$ cat src/rtl/irq_prio_router.sv
// Priority IRQ router: NUM_SLOTS*NUM_TILE_INT_CH tile requests onto NUM_CPU_INT lines with ack/SVC/EOI per line.
// Latency: req edge -> cpu_int high 2 clk (3 clk with IRQ_PRIO_ROUTER_SYNC_EN, 2-flop req synchronizer).
// Backpressure: none; a line stays in SVC until its EOI, and new requests wait in PEND for an ack.
module irq_prio_router #(
    parameter int NUM_SLOTS       = 4,
    parameter int NUM_TILE_INT_CH = 2,
    parameter int NUM_CPU_INT     = 4,
    parameter int PRIO_W          = 2,
    parameter int CFG_ADDR_WIDTH  = 8,
    parameter int SLOT_IDX_WIDTH  = (NUM_SLOTS <= 1) ? 1 : $clog2(NUM_SLOTS),
    parameter int CH_IDX_WIDTH    = (NUM_TILE_INT_CH <= 1) ? 1 : $clog2(NUM_TILE_INT_CH)
) (
    input  logic                                 i_clk,
    input  logic                                 i_rst,
    input  logic [NUM_SLOTS*NUM_TILE_INT_CH-1:0] i_tile_int_req,
    input  logic [NUM_CPU_INT-1:0]               i_irq_ack,
    input  logic [NUM_CPU_INT-1:0]               i_irq_eoi,
    output logic [NUM_CPU_INT-1:0]               o_cpu_int,
    output logic [NUM_SLOTS-1:0]                 o_slot_ack,
    output logic                                 o_irq_int_active,
    output logic [SLOT_IDX_WIDTH-1:0]            o_irq_int_slot,
    output logic [CH_IDX_WIDTH-1:0]              o_irq_int_ch,
    input  logic                                 i_cfg_wr_en,
    input  logic                                 i_cfg_rd_en,
    input  logic [CFG_ADDR_WIDTH-1:0]            i_cfg_addr,
    input  logic [31:0]                          i_cfg_wdata,
    output logic [31:0]                          o_cfg_rdata
);
    localparam int NSRC = NUM_SLOTS * NUM_TILE_INT_CH;

    typedef enum logic [1:0] {ST_IDLE, ST_PEND, ST_SVC} state_t;

    logic [NSRC-1:0]           r_req_q;
    logic [NSRC-1:0]           r_en;
    logic [PRIO_W-1:0]         r_prio [NSRC];
    logic [3:0]                r_cpu  [NSRC];
    state_t                    r_state [NUM_CPU_INT];
    state_t                    w_state_nxt [NUM_CPU_INT];
    logic [SLOT_IDX_WIDTH-1:0] r_svc_slot [NUM_CPU_INT];
    logic [CH_IDX_WIDTH-1:0]   r_svc_ch   [NUM_CPU_INT];
    logic [NUM_SLOTS-1:0]      r_slot_ack;
    logic [NUM_SLOTS-1:0]      w_slot_ack_nxt;
    logic [31:0]               r_rdata;
    logic [31:0]               w_rd_dat;

    logic [NUM_CPU_INT-1:0]    w_win_vld;
    logic [PRIO_W-1:0]         w_win_prio [NUM_CPU_INT];
    logic [SLOT_IDX_WIDTH-1:0] w_win_slot [NUM_CPU_INT];
    logic [CH_IDX_WIDTH-1:0]   w_win_ch   [NUM_CPU_INT];

    logic                      w_svc_hit;
    logic                      w_pend_hit;
    logic [SLOT_IDX_WIDTH-1:0] w_svc_slot;
    logic [CH_IDX_WIDTH-1:0]   w_svc_ch;
    logic [SLOT_IDX_WIDTH-1:0] w_pend_slot;
    logic [CH_IDX_WIDTH-1:0]   w_pend_ch;

    logic w_unused;
    assign w_unused = &{1'b0, i_cfg_wdata};

`ifdef IRQ_PRIO_ROUTER_SYNC_EN
    logic [NSRC-1:0] r_req_meta;
    always_ff @(posedge i_clk or posedge i_rst) begin
        if (i_rst) begin
            r_req_meta <= '0;
            r_req_q    <= '0;
        end else begin
            r_req_meta <= i_tile_int_req;
            r_req_q    <= r_req_meta;
        end
    end
`else
    always_ff @(posedge i_clk or posedge i_rst) begin
        if (i_rst) begin
            r_req_q <= '0;
        end else begin
            r_req_q <= i_tile_int_req;
        end
    end
`endif

    always_ff @(posedge i_clk or posedge i_rst) begin
        if (i_rst) begin
            r_en <= '0;
            for (int s = 0; s < NSRC; s++) begin
                r_prio[s] <= '0;
                r_cpu[s]  <= '0;
            end
        end else if (i_cfg_wr_en) begin
            for (int s = 0; s < NSRC; s++) begin
                if (i_cfg_addr == CFG_ADDR_WIDTH'(s)) begin
                    r_en[s]   <= i_cfg_wdata[7];
                    r_prio[s] <= i_cfg_wdata[4 +: PRIO_W];
                    r_cpu[s]  <= i_cfg_wdata[3:0];
                end
            end
        end
    end

    // Strict '>' keeps the lowest source index on a priority tie.
    always_comb begin
        for (int l = 0; l < NUM_CPU_INT; l++) begin
            w_win_vld[l]  = 1'b0;
            w_win_prio[l] = '0;
            w_win_slot[l] = '0;
            w_win_ch[l]   = '0;
            for (int s = 0; s < NSRC; s++) begin
                if (r_req_q[s] && r_en[s] && (r_cpu[s] == 4'(l)) &&
                    (!w_win_vld[l] || (r_prio[s] > w_win_prio[l]))) begin
                    w_win_vld[l]  = 1'b1;
                    w_win_prio[l] = r_prio[s];
                    w_win_slot[l] = SLOT_IDX_WIDTH'(s / NUM_TILE_INT_CH);
                    w_win_ch[l]   = CH_IDX_WIDTH'(s % NUM_TILE_INT_CH);
                end
            end
        end
    end

    always_comb begin
        w_slot_ack_nxt = '0;
        for (int l = 0; l < NUM_CPU_INT; l++) begin
            w_state_nxt[l] = r_state[l];
            case (r_state[l])
                ST_IDLE: if (w_win_vld[l]) w_state_nxt[l] = ST_PEND;
                ST_PEND: begin
                    if (!w_win_vld[l]) begin
                        w_state_nxt[l] = ST_IDLE;
                    end else if (i_irq_ack[l]) begin
                        w_state_nxt[l] = ST_SVC;
                        w_slot_ack_nxt[w_win_slot[l]] = 1'b1;
                    end
                end
                ST_SVC:  if (i_irq_eoi[l]) w_state_nxt[l] = ST_IDLE;
                default: w_state_nxt[l] = ST_IDLE;
            endcase
        end
    end

    always_ff @(posedge i_clk or posedge i_rst) begin
        if (i_rst) begin
            r_slot_ack <= '0;
            for (int l = 0; l < NUM_CPU_INT; l++) begin
                r_state[l]    <= ST_IDLE;
                r_svc_slot[l] <= '0;
                r_svc_ch[l]   <= '0;
            end
        end else begin
            r_slot_ack <= w_slot_ack_nxt;
            for (int l = 0; l < NUM_CPU_INT; l++) begin
                r_state[l] <= w_state_nxt[l];
                if (r_state[l] == ST_PEND && w_win_vld[l] && i_irq_ack[l]) begin
                    r_svc_slot[l] <= w_win_slot[l];
                    r_svc_ch[l]   <= w_win_ch[l];
                end
            end
        end
    end

    // A line in service owns the vector fetch ahead of any merely pending line.
    always_comb begin
        o_cpu_int        = '0;
        o_irq_int_active = 1'b0;
        w_svc_hit        = 1'b0;
        w_pend_hit       = 1'b0;
        w_svc_slot       = '0;
        w_svc_ch         = '0;
        w_pend_slot      = '0;
        w_pend_ch        = '0;
        for (int l = 0; l < NUM_CPU_INT; l++) begin
            o_cpu_int[l] = (r_state[l] == ST_PEND);
            if (r_state[l] != ST_IDLE) o_irq_int_active = 1'b1;
            if (r_state[l] == ST_SVC && !w_svc_hit) begin
                w_svc_hit  = 1'b1;
                w_svc_slot = r_svc_slot[l];
                w_svc_ch   = r_svc_ch[l];
            end
            if (r_state[l] == ST_PEND && !w_pend_hit) begin
                w_pend_hit  = 1'b1;
                w_pend_slot = w_win_slot[l];
                w_pend_ch   = w_win_ch[l];
            end
        end
        o_irq_int_slot = w_svc_hit ? w_svc_slot : (w_pend_hit ? w_pend_slot : '0);
        o_irq_int_ch   = w_svc_hit ? w_svc_ch   : (w_pend_hit ? w_pend_ch   : '0);
    end

    assign o_slot_ack = r_slot_ack;

    always_comb begin
        w_rd_dat = '0;
        if (i_cfg_addr == {CFG_ADDR_WIDTH{1'b1}}) begin
            w_rd_dat = 32'(r_req_q & r_en);
        end else begin
            for (int s = 0; s < NSRC; s++) begin
                if (i_cfg_addr == CFG_ADDR_WIDTH'(s)) begin
                    w_rd_dat[7]            = r_en[s];
                    w_rd_dat[4 +: PRIO_W]  = r_prio[s];
                    w_rd_dat[3:0]          = r_cpu[s];
                end
            end
        end
    end

    always_ff @(posedge i_clk or posedge i_rst) begin
        if (i_rst) begin
            r_rdata <= '0;
        end else if (i_cfg_rd_en) begin
            r_rdata <= w_rd_dat;
        end
    end

    assign o_cfg_rdata = r_rdata;

endmodule

$ cat config.mk
export PLATFORM = sky130hd
export DESIGN_NAME = irq_prio_router
export DESIGN_NICKNAME = d
export VERILOG_FILES = /design/src/rtl/irq_prio_router.sv
export SDC_FILE = /design/constraint.sdc
export NUM_CORES = 1
export LEC_CHECK = 0
export ABC_AREA = 1
export ABC_CLOCK_PERIOD_IN_PS = 15900
export BUFFER_PORTS_ARGS = -buffer_cell sky130_fd_sc_hd__buf_2
export CORE_MARGIN = 4
export CORE_UTILIZATION = 33
export DETAILED_ROUTE_END_ITERATION = 8
export GPL_ROUTABILITY_DRIVEN = 0
export PLACE_DENSITY = 0.47
export SLEW_MARGIN = 10
export SYNTH_ARGS = -nofsm -noshare
export SYNTH_HDL_FRONTEND = slang
export SYNTH_SLANG_ARGS = --single-unit
export TNS_END_PERCENT = 30
$ cat constraint.sdc
create_clock -name i_clk -period 15.9 [get_ports i_clk]
set_input_delay 4.77 -clock i_clk [delete_from_list [all_inputs] [get_ports i_clk]]
set_output_delay 4.77 -clock i_clk [all_outputs]
set_load 0.01 [all_outputs]
-- After elaboration in Yosys (flattened, before gate mapping)
Index checks and enable logic that the tools add are counted.
- $lt $le $gt $ge: 36
- equality and inequality tests: 52
- muxes and demuxes: 203
- bitwise logic cells: 4
- reduce and logical (&&, ||, !) cells: 177
- operators by type and width (kind ; count):
    2-to-1 mux 2 bit ; 74
    2-to-1 mux 1 bit ; 100
    logical AND 1 bit ; 86
    equality test 4 x 2 -> 1 bit, second input constant ; 16
    greater-than comparator 2 bit ; 28
    2-to-1 mux 6 bit ; 9
    2-to-1 mux 4 bit ; 12
    logical NOT 1 bit ; 34
    equality test 4 x 1 -> 1 bit, second input constant ; 8
    equality test 8 x 3 -> 1 bit, second input constant ; 4
    logical NOT 4 bit ; 8
    logical OR 1 bit ; 28
    case mux 2 bit (3 select lines) ; 4
    equality test 8 x 2 -> 1 bit, second input constant ; 2
    inequality test 2 bit, second input constant ; 8
    AND reduction 2 bit ; 8
    less-than comparator 2 x 3 -> 1 bit, second input constant ; 4
    inequality test 3 bit, second input constant ; 4
    bitwise OR 4 bit ; 3
    AND reduction 3 bit ; 4
    bitwise AND 8 bit ; 1
    demux 1 bit (select 2 bit) ; 4
    equality test 2 x 1 -> 1 bit, second input constant ; 4
    equality test 2 bit, second input constant ; 4
    other kinds (6) ; 15
- register bits: 120
- input bits: 60
- output and inout port bits: 44
- logic and storage cells: 511

-- Depth between registers and ports, before layout
Gate-level depths: netlist (run 1).
- depth in word-level cells: 50
- gate-level depth with buffers: 69
- gate-level depth less buffers: 69

-- Worst setup path before layout (run 1)
Ideal clock, no wire load.
- kind: flip-flop to output port
- from: register r_cpu[31] (netlist bit)
- to: output port o_irq_int_slot[0]
- data arrival time: 7105 ps
- data required time: 11130 ps
- setup slack: 4025 ps
- cell stages (with the launch flop): 64
- buffers on the path: 0
- cells stage by stage: dfrtp_1 -> nor2_4 -> nand2_2 -> nor2_4 -> nand2_1 -> ha_1 -> inv_1 -> nor2_1 -> o21ai_0 -> nand2_1 -> nand2_2 -> nand2_1 -> o21ai_2 -> ha_1 -> inv_1 -> nor2_1 -> o21a_1 -> o21bai_4 -> [... 28 more ...] -> inv_1 -> nor2_1 -> o21ai_0 -> nand2_1 -> nand2_2 -> nand3_1 -> o21ai_0 -> ha_1 -> inv_1 -> nor2_1 -> o21ai_0 -> nand2_1 -> nand2_1 -> nand3_2 -> nand2_1 -> nand2_1 -> o21ai_1 -> nand2_1
- longest elaborated chain between the ends: 37
- elaborated cells between the ends (all ways): 206
- classes of those cells: order compare (28); eq/ne (3); mux (86); reduce/logical (89)
- RTL lines (item ; RTL line ; source):
    from (decl) ; 36 ; logic [3:0] r_cpu [NSRC];
    from (signal, indexed assignment) ; 94 ; r_cpu[s] <= i_cfg_wdata[3:0];
    logical NOT 4 bit ; 108 ; if (r_req_q[s] && r_en[s] && (r_cpu[s] == 4'(l)) &&
    logical AND 1 bit ; 108 ;
    2-to-1 mux 2 bit / 2-to-1 mux 1 bit (equally long branches) ; 108 ;
    greater-than comparator 2 bit / logical NOT 1 bit (equally long branches) ; 109 ; (!w_win_vld[l] || (r_prio[s] > w_win_prio[l]))) begin
    logical OR 1 bit ; 109 ;
    logical AND 1 bit ; 108 ;
    2-to-1 mux 2 bit / 2-to-1 mux 1 bit (equally long branches) ; 108 ;
    greater-than comparator 2 bit / logical NOT 1 bit (equally long branches) ; 109 ;
    [... 18 more ...] ; - ;
    2-to-1 mux 2 bit / 2-to-1 mux 1 bit (equally long branches) ; 108 ;
    greater-than comparator 2 bit / logical NOT 1 bit (equally long branches) ; 109 ;
    logical OR 1 bit ; 109 ;
    logical AND 1 bit ; 108 ;
    2-to-1 mux 2 bit ; 108 ;
    2-to-1 mux 2 bit (3 in a row) ; 177 ; if (r_state[l] == ST_PEND && !w_pend_hit) begin
    2-to-1 mux 2 bit (*) ; 177 ;
    2-to-1 mux 2 bit (*) (2 in a row) ; 183 ; o_irq_int_slot = w_svc_hit ? w_svc_slot : (w_pend_hit ? w_pend_slot : '0);
    to (decl) ; 21 ; output logic [SLOT_IDX_WIDTH-1:0] o_irq_int_slot,
Mark *: on every way between the ends. The rest lies on a longest branch, timed or not.

-- Final worst setup path (run 1)
Same ends and word-level chain as after synthesis.

==> out/qor.yml, run 1 <==
timing:
  drv_slew: 0
  skew_ns: 0.0116
  max_freq_mhz: 73.8
  rsz0062_at_grt: "no"
  finalSetupViolCount: 0
  fin_crit_ns: 13.56
  hold_viol: 0
  period_share_pct: 85.3
  final.setup.tns_ns: 0
  setup_ws_ns: 2.34
  worst_pin_slew_ns: 1.10
  slew_headroom_pct: 26.0
placed_design:
  io_buffers: 54
  place_ws_ns: 2.84
  placed_cell_area_sq_um: 8280
  hpwl_mm: 18.2
floorplan:
  core_sq_um: 22800
  ioPinCount: 104
  dieArea_sq_um: 26000
  die-height_um: 161
  row_count: 55
  die_x_um: 161
  start_util_pct: 33.9
layout:
  multi_input_area_sq_um: 4620
  drive_gt1_share_pct: 12.6
  fin_nets: 1308
  seq_area_sq_um: 2400
  num_antenna_cells: 0
  nFillCells: 2534
  syn2layout_area_growth_pct: 11.1
  final_cell_area_sq_um: 8600
worst_setup_path:
  start_kind: "flip-flop"
  critPathMaxStageDelay_ns: 0.42
  cp-end-kind: "output port"
  crit_start: "r_cpu[31]"
  reg2reg_depth: 66
  cp_common_cell: "nand2_1"
  reg2reg_from: "r_cpu[31]"
  r2r_end: "o_slot_ack[0]"
  reg2reg_slack_ns: 7.47
  endpoint: "o_irq_int_slot[0]"
  required_ns: 11.13
  arrival_ns: 8.79
  slowest_stage: "dfrtp_1"
  cp_max_fo: 7
  worstSetupPathType: "flip-flop to output port"
job:
  maxCapViolCount: 0
clock_network:
  clockBufferDepth: 2
  insertion_delay_ns: 0.36
  cts_tree: "built"
  ctsResizeCount: 0
  clkTransAtPathRegs_ns: 0.08
  htree_levels: 3
  cts_setup_buffers: 0
  cts.sinks: 96
  root_buffer: "clkbuf_16"
  cts_hold_buffers: 0
  cts_buffers: 9
synth:
  synth_edf_count: 0
  synth-warning-count: 0
  async_reset_ff_share_pct: 100
  ys_ff_latch: 96
  syn_avg_cell_area_sq_um: 6.81
  synth_ff_type: "dfrtp_1"
  synth-seq-area-share_pct: 31.0
  yosysUniqueCellTypes: 45
  syn-cell-area_sq_um: 7740
  syn_inst: 1137
power_and_ir_drop:
  p_leak_uw: 0.00479
  power_density_nw_per_um2: 68.2
  peakVddDrop_mv: 0.0463
global_routing:
  first_global_vias: 6905
  grt_max_degree: 61
  grt.overflow.total: 0
  grt_usage_pct: 17.6
  grt_pass1_wl_mm: 36.4
  antenna_found_initial: 0
detailed_routing:
  dr.first_iter.drc_count: 409
  wl_per_cell_um: 14.9
  ant_nets: 0
  wl_mm: 22.5
  drtPass1Iterations: 5
  drc_errors: 0
  route.vias.total: 7195
  viasPerCell: 4.76
hold_path:
  hold_path.class: "flip-flop to flip-flop"
run_status:
  status: "finished clean"
-- power by group --
group          switching [uW]  internal, uW
logic                    53.8          25.7
registers                12.5           256
clock network             111           127
total                     178           409
-- logic make-up (layout without fill, tap and decap cells) --
family | count (synthesis) | in the layout | synth area share (%)
compound gates | 169 | 169 | 12.7
other cells | 1 | 24 | 0.0485
flops | 96 | 96 | 31.0
buf+inv | 190 | 227 | 10.4
simple gates | 625 | 625 | 36.7
fa+ha+maj | 56 | 56 | 9.06
-- layout by cell type, fill, tap and decap left out, drive strengths merged, types with 2 or more instances in the layout --
cell type / n
inv: 158
nand3: 83
o31ai: 2
and2: 16
o221ai: 2
dfrtp: 96
clkinv: 4
o2111ai: 3
or2: 2
nand4: 33
o21a: 2
ha: 56
o21ai: 127
nand2: 366
conb: 24
nor4: 9
clkbuf: 9
o21bai: 4
nor3: 9
buf: 55
a211oi: 4
a21oi: 16
nor2: 105
o22ai: 2
o211ai: 4
-- layout make-up --
| cell class | count | share of cell area, % |
|---|---|---|
| tap | 313 | 4.55 |
| inverter | 156 | 6.84 |
| timing repair buffer | 55 | 3.23 |
| multi-input combinational | 874 | 53.7 |
| sequential | 96 | 27.9 |
| clock inverter | 7 | 1.13 |
| clock buffer | 9 | 2.62 |
-- worst min path at each step --
stage,cells after the start,start,to
6_report,2,o_cfg_rdata[5],o_cfg_rdata[5]
5_1_grt,2,o_cfg_rdata[5],o_cfg_rdata[5]
4_1_cts,2,o_cfg_rdata[5],o_cfg_rdata[5]
3_5_place_dp,2,o_cfg_rdata[5],o_cfg_rdata[5]
3_3_place_gp,2,o_cfg_rdata[5],o_cfg_rdata[5]
2_1_floorplan,2,r_svc_ch[0],r_svc_ch[0]
-- registers in the layout (all words and copies together) (netlist names) --
name         cells
r_cpu           32
r_svc_ch         4
o_cfg_rdata      8
r_en             8
r_state          8
r_prio          16
r_req_q          8
r_svc_slot       8
o_slot_ack       4
-- Yosys cell counts, types with 3 or more instances --
cell	instances	share of area, %
nand4_1	32	2.6
nand3_2	10	1.3
ha_1	56	9.1
nor4_1	9	0.73
nand2_2	22	1.8
nor2_2	14	1.1
nand3_1	73	4.7
buf_4	24	2.3
o211ai_1	4	0.39
nand2_1	343	17
inv_2	4	0.19
dfrtp_1	96	31
o2111ai_1	3	0.34
and2_1	15	1.2
a21oi_1	15	0.97
o21ai_1	7	0.45
nor2_1	84	4.1
nor2_4	7	1.0
a211oi_1	4	0.39
nor3_1	6	0.39
o21ai_2	12	1.4
clkbuf_1	9	0.44
inv_1	151	7.3
nor3_2	3	0.39
o21ai_0	108	7.0
-- through the flow --
stage	total power [uW]	hold WS [ns]	std cells	util, %
6_report	587	0.481	1510	37.6
5_1_grt	619	0.504	1510	37.6
4_1_cts	595	0.486	1510	37.6
3_5_place_dp	354	0.464	1494	36.2
3_3_place_gp	352	0.462	1494	36.2
2_1_floorplan	331	0.443	1160	-
-- per-layer routing --
layer / GRT usage, % / wire [um] / up-vias
met5: 0 / 0 / -
met4: 3.33 / 264 / 0
met3: 2.45 / 883 / 16
met2: 29.0 / 10300 / 127
met1: 24.9 / 11000 / 3272
li1: - / - / 3780
-- critical path: cells and delay by family (launching register included) --
family	cells	cell delay, ns
AND/OR/NAND/NOR	39	3.97
adder cells (fa/ha/maj)	7	1.95
AO/OA/AOI/OAI	10	1.35
buffers and inverters	10	0.72
flip-flops	1	0.42
No activity file was read; power rests on OpenSTA's default activity.
==> run 2, diff against run 1 <==
--- a/config.mk
+++ b/config.mk
@@ -8,6 +8,7 @@
 export ABC_AREA = 1
 export ABC_CLOCK_PERIOD_IN_PS = 15900
 export BUFFER_PORTS_ARGS = -buffer_cell sky130_fd_sc_hd__buf_2
+export CORE_ASPECT_RATIO = 1.2
 export CORE_MARGIN = 4
 export CORE_UTILIZATION = 33
 export DETAILED_ROUTE_END_ITERATION = 8
==> run 2 against run 1 <==
Critical path depth unchanged. Highest routed layer unchanged. Sequential share of layout area up 0.073 points. Fmax up 1.1%. Clock power down 5%.
==> out/qor.yml, run 2 (synthesis gave the netlist of run 1 again) <==
run_status:
  status: "finished clean"
power_and_ir_drop:
  sw_frac_of_total_pct: 31.5  # +1.2 points
  power.total_uw: 574  # -2.2%
  peakVddDrop_mv: 0.0715  # +54%
  p_comb_share_pct: 13.8  # +0.3 points
  power_density_nw_per_um2: 66.9  # -1.9%
  p_clk_share_pct: 39.5  # -1.2 points
  p_leak_uw: 0.00478  # -0.31%
  p_switching_uw: 181  # +1.8%
  pwr-share-seq_pct: 46.8  # +1.0 points
  p_int_uw: 393  # -3.9%
detailed_routing:
  ant_nets: 0  # unchanged
  wl_per_cell_um: 15.0  # +1.0%
  wl_mm: 22.7  # +1.2%
  viasPerCell: 4.81  # +0.89%
  dr.first_iter.drc_count: 411  # +0.49%
  drtPass1Iterations: 5  # unchanged
  drc_errors: 0  # unchanged
  route.vias.total: 7269  # +1.0%
worst_setup_path:
  start_kind: "flip-flop"
  slowest_stage: "dfrtp_1"
  cp-end-kind: "output port"
  arrival_ns: 8.64  # -0.15 ns
  cp_common_cell: "nand2_1"
  reg2reg_depth: 66  # unchanged
  worstSetupPathType: "flip-flop to output port"
  reg2reg_slack_ns: 7.62  # +0.15 ns
  required_ns: 11.13  # about the same
  r2r_end: "o_slot_ack[0]"
  cp_max_fo: 7  # unchanged
  reg2reg_from: "r_cpu[29]"
  critPathMaxStageDelay_ns: 0.44  # +0.02 ns
timing:
  hold_viol: 0  # unchanged
  fin_crit_ns: 13.41  # -0.150 ns
  rsz0062_at_grt: "no"
  worst_pin_slew_ns: 0.977  # -0.123 ns
  max_freq_mhz: 74.6  # +1.1%
  drv_slew: 0  # unchanged
  skew_ns: 0.0166  # +0.00497 ns
  setup_ws_ns: 2.49  # +0.150 ns
  period_share_pct: 84.3  # -0.94 points
  holdWs_ns: 0.478  # -0.00257 ns
  finalSetupViolCount: 0  # unchanged
  final.setup.tns_ns: 0  # unchanged
  slew_headroom_pct: 34.4  # +8.4 points
layout:
  nFillCells: 2521  # -0.51%
  fin_nets: 1308  # unchanged
  multi_input_area_sq_um: 4620  # unchanged
  drive_gt1_share_pct: 12.6  # unchanged
  largest_reg_flops: 32  # unchanged
  final_cell_mix: "nand2_1 (343), inv_1 (150), o21ai_0 (108)"
  syn2layout_area_growth_pct: 10.9
  seq_area_sq_um: 2400  # unchanged
  largest_register: "r_cpu"
  layoutNonFillerInstCount: 1512  # +0.13%
  num_antenna_cells: 0  # unchanged
  mostFrequentLayoutCell: "nand2_1"
  largestRegisters: "r_cpu (32), r_prio (16)"
clock_network:
  cts.sinks: 96  # unchanged
  insertion_delay_ns: 0.36  # about the same
  cts_tree: "built"
  cts_buffers: 9  # unchanged
  clkTransAtPathRegs_ns: 0.08  # about the same
  htree_levels: 3  # unchanged
  clockBufferDepth: 2  # unchanged
  cts_hold_buffers: 0  # unchanged
  root_buffer: "clkbuf_16"
  cts_setup_buffers: 0  # unchanged
  ctsResizeCount: 0  # unchanged
floorplan:
  die_x_um: 148  # -8.3%
  core_sq_um: 23100  # +1.2%
  row_count: 61  # +11%
  die-height_um: 176  # +9.1%
  dieArea_sq_um: 26000  # about the same
  start_util_pct: 33.5  # -0.41 points
  ioPinCount: 104  # unchanged
placed_design:
  hpwl_mm: 18.5  # +1.5%
  place_ws_ns: 2.81  # -0.0292 ns
  io_buffers: 54  # unchanged
  dp_cells: 1496  # +0.13%
global_routing:
  grt_max_degree: 53  # -13%
  grt_usage_pct: 17.9  # +0.29 points
  antenna_found_initial: 0  # unchanged
  first_global_vias: 7006  # +1.5%
  grt.overflow.total: 0  # unchanged
  grt_pass1_wl_mm: 36.7  # +0.70%
job:
  maxCapViolCount: 0  # unchanged
hold_path:
  min_from: "o_cfg_rdata[3]"
  holdPathEnd: "o_cfg_rdata[3]"
  hold_path.class: "flip-flop to flip-flop"
  hold_depth: 2  # unchanged
==> run 2: final cells by class <==
cell class	count	share of cell area, %
clock buffers	9	2.63
flip-flops and latches	96	28.0
well taps	315	4.60
inverters	156	6.86
repair buffers	55	3.24
clock inverters	7	0.846
multi-input cells	874	53.8
==> run 2: metrics by stage <==
step	util, %	cell area [sq um]
after global placement	35.8	8280
after CTS	37.1	8580
after global routing	37.1	8580
final	37.1	8580
after floorplan	-	7820
after detailed placement	35.8	8280
==> run 2: critical path: cells and delay by family (launching register included) <==
| family | cells | cell delay, ns |
|---|---|---|
| DFF | 1 | 0.44 |
| adders and majority gates | 7 | 1.99 |
| buffers and inverters | 11 | 0.91 |
| AOI/OAI and AO/OA | 10 | 1.32 |
| and+or+nand+nor | 38 | 3.59 |
==> run 2: worst max path at each step <==
stage | end | slack, ns | startpoint | depth (start not counted)
2_1_floorplan | o_irq_int_slot[0] | 4.03 | r_cpu[31] | 63
3_3_place_gp | o_irq_int_slot[0] | 2.88 | r_cpu[29] | 65
3_5_place_dp | o_irq_int_slot[0] | 2.81 | r_en[0] | 64
4_1_cts | o_irq_int_slot[0] | 2.37 | r_en[0] | 65
5_1_grt | o_irq_int_slot[0] | 1.29 | r_cpu[29] | 66
6_report | o_irq_int_slot[0] | 2.49 | r_cpu[29] | 66
==> run 2: power groups by stage <==
stage / Clock [uW] / Sequential [uW] / Combinational [uW]
floorplan: 0 / 269 / 61.2
global placement: 0 / 273 / 79.1
detailed placement: 0 / 273 / 80.5
CTS: 232 / 268 / 80.7
global route: 241 / 270 / 93.3
finish: 227 / 268 / 79.1
==> run 2: per-layer routing <==
metal / wire length, um / track usage (%)
met1: 10500 / 23.2
met2: 11200 / 31.6
met3: 637 / 2.19
met4: 394 / 4.39
met5: 0 / 0
